===== config.mk =====
export PLATFORM = sky130hd
export DESIGN_NAME = lcd_hd44780_responder
export DESIGN_NICKNAME = d
export VERILOG_FILES = /design/src/rtl/lcd_hd44780_responder.sv
export SDC_FILE = /design/constraint.sdc
export NUM_CORES = 2
export LEC_CHECK = 0
export ABC_AREA = 1
export ABC_CLOCK_PERIOD_IN_PS = 5250
export BUFFER_PORTS_ARGS = -buffer_cell sky130_fd_sc_hd__buf_2
export CORE_UTILIZATION = 50
export DETAILED_ROUTE_END_ITERATION = 16
export PLACE_DENSITY = 0.72
export SETUP_SLACK_MARGIN = 0.02
export SLEW_MARGIN = 5
export SYNTH_ARGS = -nofsm -noshare
export SYNTH_HDL_FRONTEND = slang
export SYNTH_SLANG_ARGS = --single-unit

===== constraint.sdc =====
create_clock -name clk_clk -period 5.25 [get_ports clk_clk]
set_clock_uncertainty 0.1 [all_clocks]
set_input_delay 1.05 -clock clk_clk [delete_from_list [all_inputs] [get_ports clk_clk]]
set_output_delay 1.05 -clock clk_clk [all_outputs]
set_load 0.005 [all_outputs]

===== src/rtl/lcd_hd44780_responder.sv =====
// Character-LCD bus responder: decodes host reads/writes on EN falling edges,
// mirrors the 80-byte DDRAM, address counter, mode bits and busy timing.
module lcd_hd44780_responder #(
  parameter int BUSY_CYCLES       = 40,
  parameter int CLEAR_BUSY_CYCLES = 1600
) (
  input  logic       clk_clk,
  input  logic       reset_reset,
  input  logic       lcd_EN,
  input  logic       lcd_RS,
  input  logic       lcd_RW,
  input  logic [7:0] lcd_DATA_in,
  output logic [7:0] lcd_DATA_out,
  output logic       lcd_DATA_oe,
  input  logic [6:0] disp_addr,
  output logic [7:0] disp_char,
  output logic       busy,
  output logic [6:0] addr_cnt,
  output logic       display_on,
  output logic       cursor_on,
  output logic       blink_on,
  output logic       entry_inc,
  output logic       cmd_strobe,
  output logic [7:0] cmd_code,
  output logic       err_busy_write,
  output logic [1:0] dbg_state
);

  typedef enum logic [1:0] {
    S_IDLE  = 2'd0,
    S_BUSY  = 2'd1,
    S_CLEAR = 2'd2
  } state_t;

  localparam logic [31:0] L_BUSY_LOAD  = 32'(BUSY_CYCLES - 1);
  localparam logic [31:0] L_CLEAR_LOAD = 32'(CLEAR_BUSY_CYCLES - 1);

  // {mapped, index}: 0x00-0x27 -> 0..39, 0x40-0x67 -> 40..79
  function automatic logic [7:0] map_addr(input logic [6:0] a);
    if (a <= 7'h27) return {1'b1, a};
    if (a >= 7'h40 && a <= 7'h67) return {1'b1, a - 7'h18};
    return 8'h00;
  endfunction

  function automatic logic [6:0] step_addr(input logic [6:0] a, input logic inc);
    if (inc) begin
      if (a == 7'h27) return 7'h40;
      if (a == 7'h67) return 7'h00;
      return a + 7'd1;
    end
    if (a == 7'h00) return 7'h67;
    if (a == 7'h40) return 7'h27;
    return a - 7'd1;
  endfunction

  state_t      r_state, w_state_nx;
  logic        r_en_q0, r_en_q1, r_rs_q0, r_rs_q1, r_rw_q0, r_rw_q1;
  logic [7:0]  r_data_q0, r_data_q1;
  logic [6:0]  r_addr, w_addr_nx;
  logic        r_inc, w_inc_nx, r_disp_on, w_disp_nx, r_cur_on, w_cur_nx, r_blink_on, w_blink_nx;
  logic        r_strobe, r_err, r_init_pend;
  logic [7:0]  r_code;
  logic [31:0] r_cnt, w_cnt_val;
  logic        w_cnt_load, w_clr_start;
  logic [6:0]  r_clr_idx;
  logic [7:0]  r_ddram [0:79];
  logic [7:0]  r_disp_char;
  logic        w_fall, w_accept, w_cmd_acc, w_dat_acc, w_rd_step, w_wr_busy;
  logic        w_is_clear, w_is_home;
  logic [7:0]  w_cur_map, w_disp_map, w_rd_byte;
  logic        w_mem_we;
  logic [6:0]  w_mem_idx;
  logic [7:0]  w_mem_wdata;

  // Transactions use the q1 copies: the bus values from the last cycle EN was high.
  assign w_fall     = r_en_q1 & ~r_en_q0;
  assign w_accept   = w_fall & ~r_rw_q1 & (r_state == S_IDLE) & ~r_init_pend;
  assign w_cmd_acc  = w_accept & ~r_rs_q1;
  assign w_dat_acc  = w_accept & r_rs_q1;
  assign w_rd_step  = w_fall & r_rw_q1 & r_rs_q1 & (r_state != S_CLEAR) & ~r_init_pend;
  assign w_wr_busy  = w_fall & ~r_rw_q1 & (r_state != S_IDLE);
  assign w_is_clear = (r_data_q1 == 8'h01);
  assign w_is_home  = (r_data_q1[7:1] == 7'b0000001);
  assign w_cur_map  = map_addr(r_addr);
  assign w_disp_map = map_addr(disp_addr);
  assign w_rd_byte  = w_cur_map[7] ? r_ddram[w_cur_map[6:0]] : 8'h00;

  // FSM: state register
  always_ff @(posedge clk_clk) begin
    if (reset_reset) r_state <= S_IDLE;
    else             r_state <= w_state_nx;
  end

  // FSM: next state and busy-counter load
  always_comb begin
    w_state_nx  = r_state;
    w_cnt_load  = 1'b0;
    w_cnt_val   = '0;
    w_clr_start = 1'b0;
    case (r_state)
      S_IDLE: begin
        if (r_init_pend || (w_cmd_acc && w_is_clear)) begin
          w_state_nx  = S_CLEAR;
          w_cnt_load  = 1'b1;
          w_cnt_val   = L_CLEAR_LOAD;
          w_clr_start = 1'b1;
        end else if (w_accept) begin
          w_state_nx = S_BUSY;
          w_cnt_load = 1'b1;
          w_cnt_val  = (w_cmd_acc && w_is_home) ? L_CLEAR_LOAD : L_BUSY_LOAD;
        end
      end
      S_BUSY, S_CLEAR: if (r_cnt == '0) w_state_nx = S_IDLE;
      default:         w_state_nx = S_IDLE;
    endcase
  end

  // FSM: outputs
  always_comb begin
    busy         = (r_state != S_IDLE);
    dbg_state    = r_state;
    lcd_DATA_oe  = r_en_q0 & r_rw_q0;
    lcd_DATA_out = 8'h00;
    if (lcd_DATA_oe) lcd_DATA_out = r_rs_q0 ? w_rd_byte : {busy, r_addr};
  end

  // Command decode by highest set bit; clear start takes priority.
  always_comb begin
    w_addr_nx  = r_addr;
    w_inc_nx   = r_inc;
    w_disp_nx  = r_disp_on;
    w_cur_nx   = r_cur_on;
    w_blink_nx = r_blink_on;
    if (w_clr_start) begin
      w_addr_nx = 7'h00;
      w_inc_nx  = 1'b1;
    end else if (w_dat_acc || w_rd_step) begin
      w_addr_nx = step_addr(r_addr, r_inc);
    end else if (w_cmd_acc) begin
      if (r_data_q1[7])             w_addr_nx = r_data_q1[6:0];
      else if (r_data_q1[6:5] != 0) w_addr_nx = r_addr;
      else if (r_data_q1[4]) begin
        if (!r_data_q1[3]) w_addr_nx = step_addr(r_addr, r_data_q1[2]);
      end else if (r_data_q1[3]) begin
        w_disp_nx  = r_data_q1[2];
        w_cur_nx   = r_data_q1[1];
        w_blink_nx = r_data_q1[0];
      end else if (r_data_q1[2]) w_inc_nx  = r_data_q1[1];
      else if (r_data_q1[1])     w_addr_nx = 7'h00;
    end
  end

  always_comb begin
    w_mem_we    = 1'b0;
    w_mem_idx   = '0;
    w_mem_wdata = '0;
    if (!reset_reset) begin
      if (r_state == S_CLEAR && r_clr_idx < 7'd80) begin
        w_mem_we    = 1'b1;
        w_mem_idx   = r_clr_idx;
        w_mem_wdata = 8'h20;
      end else if (w_dat_acc && w_cur_map[7]) begin
        w_mem_we    = 1'b1;
        w_mem_idx   = w_cur_map[6:0];
        w_mem_wdata = r_data_q1;
      end
    end
  end

  always_ff @(posedge clk_clk) begin
    if (reset_reset) begin
      r_en_q0     <= 1'b0;
      r_en_q1     <= 1'b0;
      r_rs_q0     <= 1'b0;
      r_rs_q1     <= 1'b0;
      r_rw_q0     <= 1'b0;
      r_rw_q1     <= 1'b0;
      r_data_q0   <= 8'h00;
      r_data_q1   <= 8'h00;
      r_addr      <= 7'h00;
      r_inc       <= 1'b1;
      r_disp_on   <= 1'b0;
      r_cur_on    <= 1'b0;
      r_blink_on  <= 1'b0;
      r_strobe    <= 1'b0;
      r_code      <= 8'h00;
      r_err       <= 1'b0;
      r_cnt       <= '0;
      r_clr_idx   <= 7'd0;
      r_init_pend <= 1'b1;
    end else begin
      r_en_q0     <= lcd_EN;
      r_en_q1     <= r_en_q0;
      r_rs_q0     <= lcd_RS;
      r_rs_q1     <= r_rs_q0;
      r_rw_q0     <= lcd_RW;
      r_rw_q1     <= r_rw_q0;
      r_data_q0   <= lcd_DATA_in;
      r_data_q1   <= r_data_q0;
      r_addr      <= w_addr_nx;
      r_inc       <= w_inc_nx;
      r_disp_on   <= w_disp_nx;
      r_cur_on    <= w_cur_nx;
      r_blink_on  <= w_blink_nx;
      r_strobe    <= w_cmd_acc;
      r_init_pend <= 1'b0;
      if (w_cmd_acc) r_code <= r_data_q1;
      if (w_wr_busy) r_err <= 1'b1;
      if (w_cnt_load)          r_cnt <= w_cnt_val;
      else if (r_cnt != '0)    r_cnt <= r_cnt - 32'd1;
      if (w_clr_start)         r_clr_idx <= 7'd0;
      else if (w_mem_we && r_state == S_CLEAR) r_clr_idx <= r_clr_idx + 7'd1;
    end
  end

  // Display port reads before the write lands, so a same-index collision sees the old byte.
  always_ff @(posedge clk_clk) begin
    if (w_mem_we) r_ddram[w_mem_idx] <= w_mem_wdata;
  end

  always_ff @(posedge clk_clk) begin
    if (reset_reset) r_disp_char <= 8'h00;
    else             r_disp_char <= w_disp_map[7] ? r_ddram[w_disp_map[6:0]] : 8'h00;
  end

  assign addr_cnt       = r_addr;
  assign entry_inc      = r_inc;
  assign display_on     = r_disp_on;
  assign cursor_on      = r_cur_on;
  assign blink_on       = r_blink_on;
  assign cmd_strobe     = r_strobe;
  assign cmd_code       = r_code;
  assign err_busy_write = r_err;
  assign disp_char      = r_disp_char;

endmodule


==> run_results.csv <==
group,metric,value,unit
logic_synthesis,ys_ff_latch,733,
logic_synthesis,synth_edf_count,640,
logic_synthesis,postSynthAreaPerCell,8.82,sq um
detailed_routing,routed_wl,127,mm
min_path,hold_path_class,"register to register",
logic_synthesis,synth_cells,4300,
sta,worst_slew_pin_slew,1.19,ns
setup_path,cp_max_fo,42,
clocking,path_clk_slew,0.06,ns
place,routabilityCongestion,0.959,
clocking,clockBufferDepth,3,
floorplanning,fp-row-count,100,
setup_path,cp-startpoint,"addr_cnt[4]",
global_route,grt_usage,32.0,%
clocking,clock_latency,0.64,ns
global_route,grt_pass1_vias,30700,
setup_path,cp_slowest_cell,"buf_4",
clocking,cts_made_buffers,80,
pwr,p_per_area,325,mW/mm^2
place,io_buffer_count,60,
sta,fin_setup_tns,0,ns
min_path,worstHoldPathCells,2,
logic_synthesis,synth_cell_types,46,
setup_path,crit_arrival,3.96,ns
logic_synthesis,ys_seq_area_share,55.6,%
global_route,grt_pass1_wl,188,mm
sta,slew_headroom,20.2,%
setup_path,crit_top_cell,"nand3_1",
clocking,h-tree-depth,3,
clocking,tritoncts,"done",
pwr,pwr-share-clk,41.0,%
setup_path,critical_path.startpoint_type,"register",
pwr,p_int,0.0101,W
setup_path,reg2reg_slack,0.45,ns
finish,final_nets,4291,
place,dp_cells,5134,
logic_synthesis,async_reset_ff_share,0,%
setup_path,slowest_delay,0.53,ns
floorplanning,core,0.0748,sq mm
finish,finalNonFillerCells,5291,
place,hpwlAfterDp,74.6,mm
pwr,power.share.switching,26.4,%
sta,fin_crit,5.11,ns
sta,grt_setup_unrepaired,"false",
pwr,p_leak,16.9,nW
job,cap_violations,0,
setup_path,critPathKind,"register to output port",
finish,areaGrowthSynthToFinish,11.2,%
logic_synthesis,synth_top_area_cell,"edfxtp_1",
logic_synthesis,synth_fp_nets,4332,
logic_synthesis,synth.most_common_cell,"nand2_1",
setup_path,cp.depth,17,
setup_path,r2r-start,"addr_cnt[4]",
detailed_routing,firstDrtPassIters,9,
min_path,min-delay-start,"r_data_q0[5]",
finish,fin_util,56.4,%
pwr,ir_drop,0.328,mV
logic_synthesis,synth.top_cell.area_share,50.7,%
finish,antenna_cells,0,
sta,fmax,196,MHz
sta,slew_violations,0,
logic_synthesis,synthTopCellsByCount,"nand2_1, nand3_1, edfxtp_1",
floorplanning,ios,61,
global_route,antenna_found_initial,1,
setup_path,critical_path.top_delay_family,"simple AND/OR/NAND/NOR gates",
setup_path,crit_buf_inv,3,
setup_path,cp.required,4.10,ns
global_route,grt_max_degree,144,
detailed_routing,drt_first_iter_violations,5753,
setup_path,endpoint_kind,"output port",
detailed_routing,ant_nets,0,
sta,setup_viol,0,
finish,drive_above_1_share,8.05,%
logic_synthesis,synth.area.top_cells,"edfxtp_1, nand3_1, nand2_1",
setup_path,reg2regPathDepth,15,
floorplanning,die-width,277,microns
sta,post-route-period-util,97.3,%
floorplanning,die_h,277,microns
logic_synthesis,ys.flop_type,"edfxtp_1",
outcome,run_status,"complete, no violations",
pwr,combPwrFrac,12.1,%
logic_synthesis,synthesis.area,0.0379,sq mm
detailed_routing,vias,33300,
floorplanning,dieArea,0.0770,sq mm
clocking,root_buffer,"clkbuf_16",
setup_path,path_cells,"inv_2 > ha_1 > nand4_1 > nand2_1 > nand3_4 > buf_4 > nand3_1 > nand3_1 > nand3_1 > nand3_1 > nand3_1 > nand3_1 > nand2_1 > nand2_1 > nand2_1 > a21oi_1 > buf_2",
floorplanning,start_util,50.7,%
global_route,globalRouteOverflowTotal,0,
sta,hold_viol,0,
detailed_routing,drc,0,
pwr,seqPwrFrac,46.9,%
logic_synthesis,yosysWarnings,0,
pwr,p_switching,0.00363,W
detailed_routing,via_per_inst,6.29,
pwr,finalPower,0.0137,W
clocking,clock-sinks,733,
detailed_routing,routedWlPerCell,24.0,microns
layer usage:
| layer | GRT usage, % | share of wire, % | vias to the layer above |
|---|---|---|---|
| li1 | - | - | 14900 |
| met1 | 43.2 | 37 | 15600 |
| met2 | 48.4 | 44 | 2357 |
| met3 | 7.39 | 13 | 434 |
| met4 | 15.6 | 5.4 | 2 |
| met5 | 0 | 0.017 | - |
cell type report:
class	instances	area [sq um]
flip-flops and latches	733	21100
well taps	969	1210
clock buffers	108	2200
fillers	6405	32600
clock inverters	37	369
inverters	415	1590
multi-input cells	2858	14100
repair buffers	171	1590
kinds of logic after synthesis:
logic type                 share of synthesized area, %
and+or+nand+nor                                    26.8
DFF                                                55.6
buffers and inverters                              7.54
AOI/OAI and AO/OA                                  9.21
xor gates and xnor gates                          0.439
adders and majority gates                         0.396
worst min-delay path: stages, from the launching register on:
cell and delay (ns):
dfxtp_1 0.29, inv_1 0.04, nor2_1 0.03
state kept, by name, summed over array words and instances (netlist names), 2 cells and up:
signal and cells:
r_data_q1 8, r_ddram 640, r_cnt 32, cmd_code 8, dbg_state 2, r_data_q0 8
r_clr_idx 7, disp_char 8, addr_cnt 7
per-stage QoR:
step	hold WS, ns	setup WS, ns	area [sq um]
2_1_floorplan	0.288	-0.181	37900
3_3_place_gp	0.290	0.559	39300
3_5_place_dp	0.292	0.520	39300
4_1_cts	0.299	0.0203	41900
5_1_grt	0.320	0.0175	42200
6_report	0.300	0.143	42200
worst paths after layout:
kind | end
worst max-delay path | lcd_DATA_out[3]
worst min register to register | r_data_q1[5]
worst min-delay path | r_data_q1[5]
worst max register to register | r_ddram[13][5]
layout by cell type (no fill, tap or decap), drive strengths merged:
cell | synthesis | routed
dfxtp | 93 | 93
nor3 | 21 | 21
edfxtp | 640 | 640
a21oi | 68 | 68
o21a | 2 | 2
clkbuf | 131 | 113
nand2 | 1048 | 1048
o221ai | 1 | 1
a31oi | 5 | 5
o32ai | 1 | 1
a221oi | 4 | 4
a211oi | 4 | 4
a21boi | 10 | 10
buf | 163 | 166
xnor2 | 5 | 5
o22ai | 4 | 4
xor2 | 14 | 14
nor2 | 226 | 226
clkinvlp | 0 | 2
o211ai | 334 | 334
nand4 | 14 | 14
o21ai | 65 | 65
inv | 413 | 414
nor3b | 1 | 1
or2 | 9 | 9
ha | 12 | 12
nand3b | 8 | 8
bufinv | 0 | 6
o2111ai | 9 | 9
nand3 | 978 | 978
and3 | 4 | 4
o311ai | 1 | 1
nor4 | 10 | 10
clkinv | 2 | 30
repair_timing:
item | 4_1_cts | 5_1_grt
gates resized for setup | 3 | 23
pin swaps | 0 | 2
hold buffers | 0 | 0
gates cloned | 0 | 5
setup buffers | 0 | 7
endpoints found under the setup margin | 5 | 8
power groups by stage:
stage / clock network [W] / registers, W / logic [W]
floorplan: 0 / 0.00654 / 0.00110
global placement: 0 / 0.00655 / 0.00159
detailed placement: 0 / 0.00656 / 0.00161
CTS: 0.00563 / 0.00643 / 0.00161
global route: 0.00585 / 0.00645 / 0.00181
finish: 0.00562 / 0.00644 / 0.00166
No activity file was read; power rests on OpenSTA's default activity.
